### src/rtl/bsg_manycore_link_retimer.sv
// bsg_manycore_link_retimer
//   Bidirectional retiming stage placed between the east hor_link_sif port of
//   one compute subarray and the west hor_link_sif port of its neighbour.
//   Every lane is an independent, fully registered 2-entry elastic buffer with
//   valid/ready_and handshakes. It breaks long wires at full throughput and
//   preserves packet order.
//   Lane 0 carries W->E traffic, lane 1 carries E->W traffic, and any further
//   lanes are extra virtual links.
//
// Parameters
//   width_p        payload width of one packet (must be set, > 0)
//   num_lanes_p    number of independent lanes
//   stats_width_p  width of each statistics counter (stats build only)
//
// Ports
//   clk_i          clock
//   reset_n_i      asynchronous, active-low reset
//   v_i            upstream valid, per lane
//   data_i         upstream payload, per lane
//   ready_and_o    stage can accept a packet (registered)
//   v_o            downstream valid (registered)
//   data_o         downstream payload (registered)
//   ready_and_i    downstream accepts
//   stall_cnt_o    cycles with v_i & ~ready_and_o, per lane (stats build only)
//   xfer_cnt_o     dequeued packets, per lane (stats build only)
//
// Optional feature
//   Define BSG_MANYCORE_LINK_RETIMER_STATS_EN to add saturating per-lane
//   stall/transfer counters and the stall_cnt_o/xfer_cnt_o ports. The
//   datapath behaves identically with or without it.

module bsg_manycore_link_retimer #(
  parameter int width_p       = 0,
  parameter int num_lanes_p   = 2,
  parameter int stats_width_p = 32
) (
  input  logic                                  clk_i,
  input  logic                                  reset_n_i,
  input  logic [num_lanes_p-1:0]                v_i,
  input  logic [num_lanes_p-1:0][width_p-1:0]   data_i,
  output logic [num_lanes_p-1:0]                ready_and_o,
  output logic [num_lanes_p-1:0]                v_o,
  output logic [num_lanes_p-1:0][width_p-1:0]   data_o,
  input  logic [num_lanes_p-1:0]                ready_and_i
`ifdef BSG_MANYCORE_LINK_RETIMER_STATS_EN
  ,
  output logic [num_lanes_p-1:0][stats_width_p-1:0] stall_cnt_o,
  output logic [num_lanes_p-1:0][stats_width_p-1:0] xfer_cnt_o
`endif
);

  // Occupancy state doubles as the 2-bit entry count.
  typedef enum logic [1:0] {
    EMPTY = 2'd0,
    ONE   = 2'd1,
    FULL  = 2'd2
  } lane_state_e;

  if (stats_width_p < 1) begin : g_bad_stats_width
    $error("bsg_manycore_link_retimer: stats_width_p must be at least 1");
  end

  for (genvar l = 0; l < num_lanes_p; l++) begin : g_lane

    lane_state_e        state_r, state_n;
    logic               init_r;
    logic               ready_r;
    logic               v_r;
    logic [width_p-1:0] head_r;
    logic [width_p-1:0] tail_r;
    logic               enq;
    logic               deq;

    assign enq = v_i[l] & ready_r & init_r;
    assign deq = v_r & ready_and_i[l];

    always_comb begin
      state_n = state_r;
      unique case (state_r)
        EMPTY: if (enq) state_n = ONE;
        ONE: begin
          if (enq & ~deq)      state_n = FULL;
          else if (~enq & deq) state_n = EMPTY;
        end
        FULL: if (deq) state_n = ONE;
        default: state_n = EMPTY;
      endcase
    end

    // ready/valid are registered from the next state so that neither depends
    // combinationally on v_i, data_i or ready_and_i.
    always_ff @(posedge clk_i or negedge reset_n_i) begin
      if (!reset_n_i) begin
        state_r <= EMPTY;
        init_r  <= 1'b0;
        ready_r <= 1'b0;
        v_r     <= 1'b0;
      end else begin
        state_r <= state_n;
        init_r  <= 1'b1;
        ready_r <= (state_n != FULL);
        v_r     <= (state_n != EMPTY);
      end
    end

    // Payload registers carry no reset; validity is tracked by state_r alone.
    always_ff @(posedge clk_i) begin
      unique case (state_r)
        EMPTY: if (enq) head_r <= data_i[l];
        ONE: begin
          if (enq & deq) head_r <= data_i[l];
          else if (enq)  tail_r <= data_i[l];
        end
        FULL: if (deq) head_r <= tail_r;
        default: ;
      endcase
    end

    assign ready_and_o[l] = ready_r;
    assign v_o[l]         = v_r;
    assign data_o[l]      = head_r;

`ifdef BSG_MANYCORE_LINK_RETIMER_STATS_EN
    logic [stats_width_p-1:0] stall_cnt_r;
    logic [stats_width_p-1:0] xfer_cnt_r;

    // Counters stick at all-ones rather than wrapping.
    always_ff @(posedge clk_i or negedge reset_n_i) begin
      if (!reset_n_i) begin
        stall_cnt_r <= '0;
        xfer_cnt_r  <= '0;
      end else begin
        if (v_i[l] & ~ready_r & (stall_cnt_r != '1))
          stall_cnt_r <= stall_cnt_r + 1'b1;
        if (deq & (xfer_cnt_r != '1))
          xfer_cnt_r <= xfer_cnt_r + 1'b1;
      end
    end

    assign stall_cnt_o[l] = stall_cnt_r;
    assign xfer_cnt_o[l]  = xfer_cnt_r;
`endif

`ifndef SYNTHESIS
    a_data_known: assert property (@(posedge clk_i) disable iff (!reset_n_i)
      enq |-> !$isunknown(data_i[l]));
    a_count_range: assert property (@(posedge clk_i) disable iff (!reset_n_i)
      state_r inside {EMPTY, ONE, FULL});
`endif

  end

endmodule
### config.mk
export PLATFORM = sky130hd
export DESIGN_NAME = bsg_manycore_link_retimer
export DESIGN_NICKNAME = d
export VERILOG_FILES = /design/src/rtl/bsg_manycore_link_retimer.sv
export SDC_FILE = /design/constraint.sdc
export NUM_CORES = 1
export LEC_CHECK = 0
export CAP_MARGIN = 25
export CORE_ASPECT_RATIO = 1.1
export CORE_MARGIN = 2
export CORE_UTILIZATION = 45
export DETAILED_ROUTE_END_ITERATION = 6
export PLACE_DENSITY = 0.78
export RECOVER_POWER = 100
export SLEW_MARGIN = 15
export SYNTH_ARGS = -nofsm -noshare
export SYNTH_HDL_FRONTEND = slang
export SYNTH_SLANG_ARGS = --single-unit
### constraint.sdc
create_clock -name clk_i -period 2.8 [get_ports clk_i]
set_clock_uncertainty 0.05 [all_clocks]
set_input_delay 0.56 -clock clk_i [delete_from_list [all_inputs] [get_ports clk_i]]
set_output_delay 0.56 -clock clk_i [all_outputs]
set_load 0.01 [all_outputs]
## After elaboration in Yosys (flattened, before gate mapping)

Cells that the tools add are included.

| storage, ports and cells | value |
|---|---|
| flip-flop bits (word level) | 17 |
| input bits | 10 |
| output and inout port bits | 8 |
| logic and storage cells | 69 |

| cells by class | value |
|---|---|
| equality and inequality tests | 12 |
| mux-type cells | 18 |
| bitwise gates (word level) | 18 |
| reduce and logical (&&, ||, !) cells | 10 |

Operator list:

| kind | number |
|---|---|
| 2-bit two-way mux | 14 |
| 2-bit one-hot mux with 3 select lines | 4 |
| 2-bit != test, second input constant | 8 |
| 1-bit bitwise AND | 12 |
| 4-bit AND reduction | 2 |
| 1-bit NOT | 6 |
| 3-bit AND reduction | 2 |
| 3-bit nonzero test | 2 |
| 2-bit by 1-bit == test with 1-bit output, second input constant | 2 |
| 2-bit == test, second input constant | 2 |
| 2-bit zero test | 2 |
| 2-bit nonzero test | 2 |

## Logic depth before layout (Yosys ltp)

| logic depth | value |
|---|---|
| depth in word-level cells | 8 |
| mapped depth | 3 |
| gate-level depth less buffers | 3 |

## Worst setup path after synthesis

OpenSTA, ideal clock, no wires.

| timing | value |
|---|---|
| path kind | input port to flip-flop |
| start point | input v_i[1] |
| end point | register g_lane[1].head_r[-1], enable pin |
| setup time | 0.342 ns |
| arrival time | 1.001 ns |
| required time | 2.408 ns |
| slack | 1.407 ns |
| stages on the path | 2 |
| buffers on the path | 0 |
| cells stage by stage | nand3_1 -> o32ai_1 |

| on the way | value |
|---|---|
| cells in the longest elaborated chain, start to end | 5 |
| elaborated cells on any way between the ends | 6 |
| classes of those cells | eq/ne (2); bitwise (3); reduce/logical (1) |

RTL lines:

| element | line | text |
|---|---|---|
| start: declaration | 39 | `input logic [num_lanes_p-1:0] v_i,` |
| 1-bit bitwise AND (*) (2 in a row) | 74 | `assign enq = v_i[l] & ready_r & init_r;` |
| 1-bit bitwise AND | 111 | `if (enq & deq) head_r <= data_i[l];` |
| 2-bit != test (no line) | - |  |
| 4-bit AND reduction (no line) (*) | - |  |
| end signal: assignment | 109 | `EMPTY: if (enq) head_r <= data_i[l];` |
| end signal: assignment | 111 |  |
| end signal: assignment | 114 | `FULL: if (deq) head_r <= tail_r;` |
| end: declaration | 69 | `logic [width_p-1:0] head_r;` |

Every way passes the cells marked *; elsewhere a longest branch is shown, timed or not.
A chain may end at the register's enable or synchronous reset.

## Final worst setup path

| timing | value |
|---|---|
| start point | register g_lane[0].ready_r |
| end point | output ready_and_o[0] |

RTL lines:

| element | line | text |
|---|---|---|
| start: declaration | 67 | `logic ready_r;` |
| start signal: assignment | 101 | `ready_r <= (state_n != FULL);` |
| end: declaration | 41 | `output logic [num_lanes_p-1:0] ready_and_o,` |

No word-level cell between the ends.

==> results.json <==
{
  "postCtsResizedCells": 0,
  "cp_top_delay_family": "buffers and inverters",
  "cts_tree": "done",
  "timing.critical_path.from_type": "flop",
  "root_buffer_master": "sky130_fd_sc_hd__clkbuf_4",
  "final_antenna_net_count": 0,
  "setup_viol_count_final": 0,
  "htree_levels": 1,
  "ioPinCount": 18,
  "drc": 0,
  "synth_top_cells_by_area": "sky130_fd_sc_hd__edfxtp_1 32%, sky130_fd_sc_hd__dfrtp_1 30%, sky130_fd_sc_hd__mux2_1 6.0%, sky130_fd_sc_hd__buf_4 4.0%, sky130_fd_sc_hd__a21boi_1 3.0%",
  "synthesis.area_um2": 754,
  "die_y_um": 46.9,
  "max-clock-path-buffers": 2,
  "final_period_minus_worst_setup_slack_ps": 1940,
  "post_dp_cell_area_um2": 916,
  "maxSlewViolCount": 0,
  "detailedRoute.firstIterationViolations": 14,
  "num_rows": 15,
  "reg2reg_from": "g_lane[0].state_r[1]",
  "detailedPlacementHpwl_um": 1020,
  "timing.setup.critical_path_class": "flop to output pin",
  "critPathRequiredTime_ps": 2190,
  "clkTransAtPathRegs_ps": 100,
  "asyncSetResetFlopFracSynth": 0.529,
  "track_usage": 0.146,
  "synth.avg_cell_area_um2": 13.0,
  "initial_utilization": 0.479,
  "first_global_vias": 490,
  "grt_setup_unrepaired": "no",
  "grt_max_degree": 10,
  "total_leakage_power_nw": 0.354,
  "layout-area-overhead-vs-synth_pct": 24.2,
  "rr_endpoint": "g_lane[0].head_r[0]",
  "hold_slack_ps": 456,
  "synth_top_area_cell": "sky130_fd_sc_hd__edfxtp_1",
  "drt_pass1_iterations": 4,
  "hold_class": "flop to flop",
  "core_area_um2": 1580,
  "sequentialPowerShare": 0.512,
  "synth.net_count": 68,
  "critPathSlowestCell": "sky130_fd_sc_hd__dlygate4sd3_1",
  "pwr-share-clk": 0.169,
  "ys_top_cells_by_count": "9 x sky130_fd_sc_hd__dfrtp_1, 8 x sky130_fd_sc_hd__edfxtp_1, 4 x sky130_fd_sc_hd__buf_4, 4 x sky130_fd_sc_hd__mux2_1, 4 x sky130_fd_sc_hd__nand2_1",
  "fmaxAchievable_mhz": 516,
  "gp_congestion": 0.843,
  "r2r_slack_ps": 1380,
  "first_pass_grt_wire_length_um": 2090,
  "final_cell_area_um2": 937,
  "cp.arrival_ps": 1330,
  "die_area_um2": 2020,
  "post_cts.repair.setup_buffers": 0,
  "dr_total_vias": 529,
  "power_switching_mw": 0.247,
  "overflow": 0,
  "hold_viol": 0,
  "ys_types": 25,
  "timing.critical_path.slowest_cell_delay_ps": 620,
  "crit_path_end_kind": "output pin",
  "routedWlPerCell_um": 14.4,
  "antennaDiodeCount": 0,
  "worstSkewPairLatency_ps": 290,
  "drive_above_1_share": 0.0400,
  "intPower_mw": 0.522,
  "finish.net_count": 86,
  "cells_along_the_critical_path": "dlygate4sd3_1",
  "final_min_period_over_clock_period": 0.692,
  "outcome": "finished, final reports clean",
  "power_per_cell_area_nw_per_um2": 820,
  "timing.critical_path.buf_inv": 1,
  "final.setup.worst_slack_ps": 863,
  "drt_wl_total_um": 1330,
  "clock_tree_sinks": 17,
  "ys_warn_count": 0,
  "port_buffers": 17,
  "fin_tns_setup_ps": 0,
  "crit_fanout": 3,
  "hold_depth": 1,
  "ctsHoldBuffers": 0,
  "end_of_the_worst_hold_path": "g_lane[1].state_r[0]",
  "cts_made_buffers": 3,
  "power.switching_fraction": 0.321,
  "synth_flop_cell": "sky130_fd_sc_hd__dfrtp_1",
  "synth_top_area_frac": 0.318,
  "grt_antenna_before_repair": 0,
  "synth.most_common_cell": "sky130_fd_sc_hd__dfrtp_1",
  "hp-start": "g_lane[1].state_r[0]",
  "ys_seq_area_frac": 0.617,
  "cap_viol_max_count": 0,
  "synth_enable_flop_cells": 8,
  "detailedPlace.worstSlack_ps": 772,
  "floorplan.die.width_um": 43.0,
  "ir_drop_worst_vdd_mv": 0.379,
  "synthCells": 58,
  "synth.ff_latch_count": 17,
  "post-route-util": 0.594,
  "power.combinational.fraction": 0.319,
  "routed_via_density": 5.75,
  "r2r.worst_path.cells": 3
}
-- state kept, by name (all words and copies together), names as in the netlist --
signal / flops
g_lane.ready_r: 2
g_lane.v_r: 2
g_lane.head_r: 2
g_lane.tail_r[-1]: 2
g_lane.init_r: 1
g_lane.state_r: 4
g_lane.head_r[-1]: 2
g_lane.tail_r: 2
-- cells in the final DEF (no fill, tap or decap), types with 2 or more instances in the layout --
cell type	Yosys	layout
sky130_fd_sc_hd__a21boi_0	0	3
sky130_fd_sc_hd__a21o_1	2	2
sky130_fd_sc_hd__a21oi_1	2	2
sky130_fd_sc_hd__clkbuf_4	0	3
sky130_fd_sc_hd__dfrtp_1	9	9
sky130_fd_sc_hd__dlygate4sd3_1	0	16
sky130_fd_sc_hd__edfxtp_1	8	8
sky130_fd_sc_hd__mux2_1	4	4
sky130_fd_sc_hd__nand2_1	4	4
sky130_fd_sc_hd__nand2b_1	2	2
sky130_fd_sc_hd__nand3_1	2	3
sky130_fd_sc_hd__nand4b_1	2	2
sky130_fd_sc_hd__o21ai_1	2	2
-- how the worst max path moves through the flow --
stage	startpoint	to	slack [ps]	depth (start not counted)
6_report	g_lane[0].ready_r	ready_and_o[0]	860	1
4_1_cts	g_lane[0].ready_r	ready_and_o[0]	910	1
3_3_place_gp	v_i[1]	g_lane[1].head_r[-1]	800	3
2_1_floorplan	v_i[1]	g_lane[1].head_r[-1]	1410	2
5_1_grt	g_lane[0].ready_r	ready_and_o[0]	840	1
3_5_place_dp	v_i[1]	g_lane[1].head_r[-1]	770	3
-- kinds of logic after synthesis --
| logic type | Yosys count | synth area share |
|---|---|---|
| and+or+nand+nor | 16 | 0.133 |
| DFF | 17 | 0.617 |
| muxes | 5 | 0.0730 |
| AOI/OAI and AO/OA | 15 | 0.133 |
| other | 1 | 0.00497 |
| buffers and inverters | 4 | 0.0398 |
-- per-layer routing --
layer,part of all wire,wire (um),track usage
met2,0.50,669,0.239
met1,0.44,581,0.183
met5,0,0,0
met4,0.022,29,0.109
met3,0.035,46,0.0192
-- power groups by stage --
| stage | clock, mW | sequential (mW) | combinational [mW] |
|---|---|---|---|
| finish | 0.130 | 0.394 | 0.245 |
| detailed placement | 0 | 0.401 | 0.266 |
| global route | 0.142 | 0.402 | 0.269 |
| CTS | 0.130 | 0.396 | 0.266 |
| floorplan | 0 | 0.394 | 0.183 |
| global placement | 0 | 0.396 | 0.261 |
-- layout make-up --
class                      count  area (um2)
multi-input combinational     37         254
fill                         134         639
tap                           17        21.3
sequential                    17         465
timing repair buffer          17         170
clock buffer                   4        26.3
-- stage by stage --
stage,power (mW),instances
final,0.769,92
after global routing,0.813,92
after detailed placement,0.667,88
after CTS,0.793,92
after global placement,0.657,88
after floorplan,0.576,58
No activity file was read; power rests on OpenSTA's default activity.
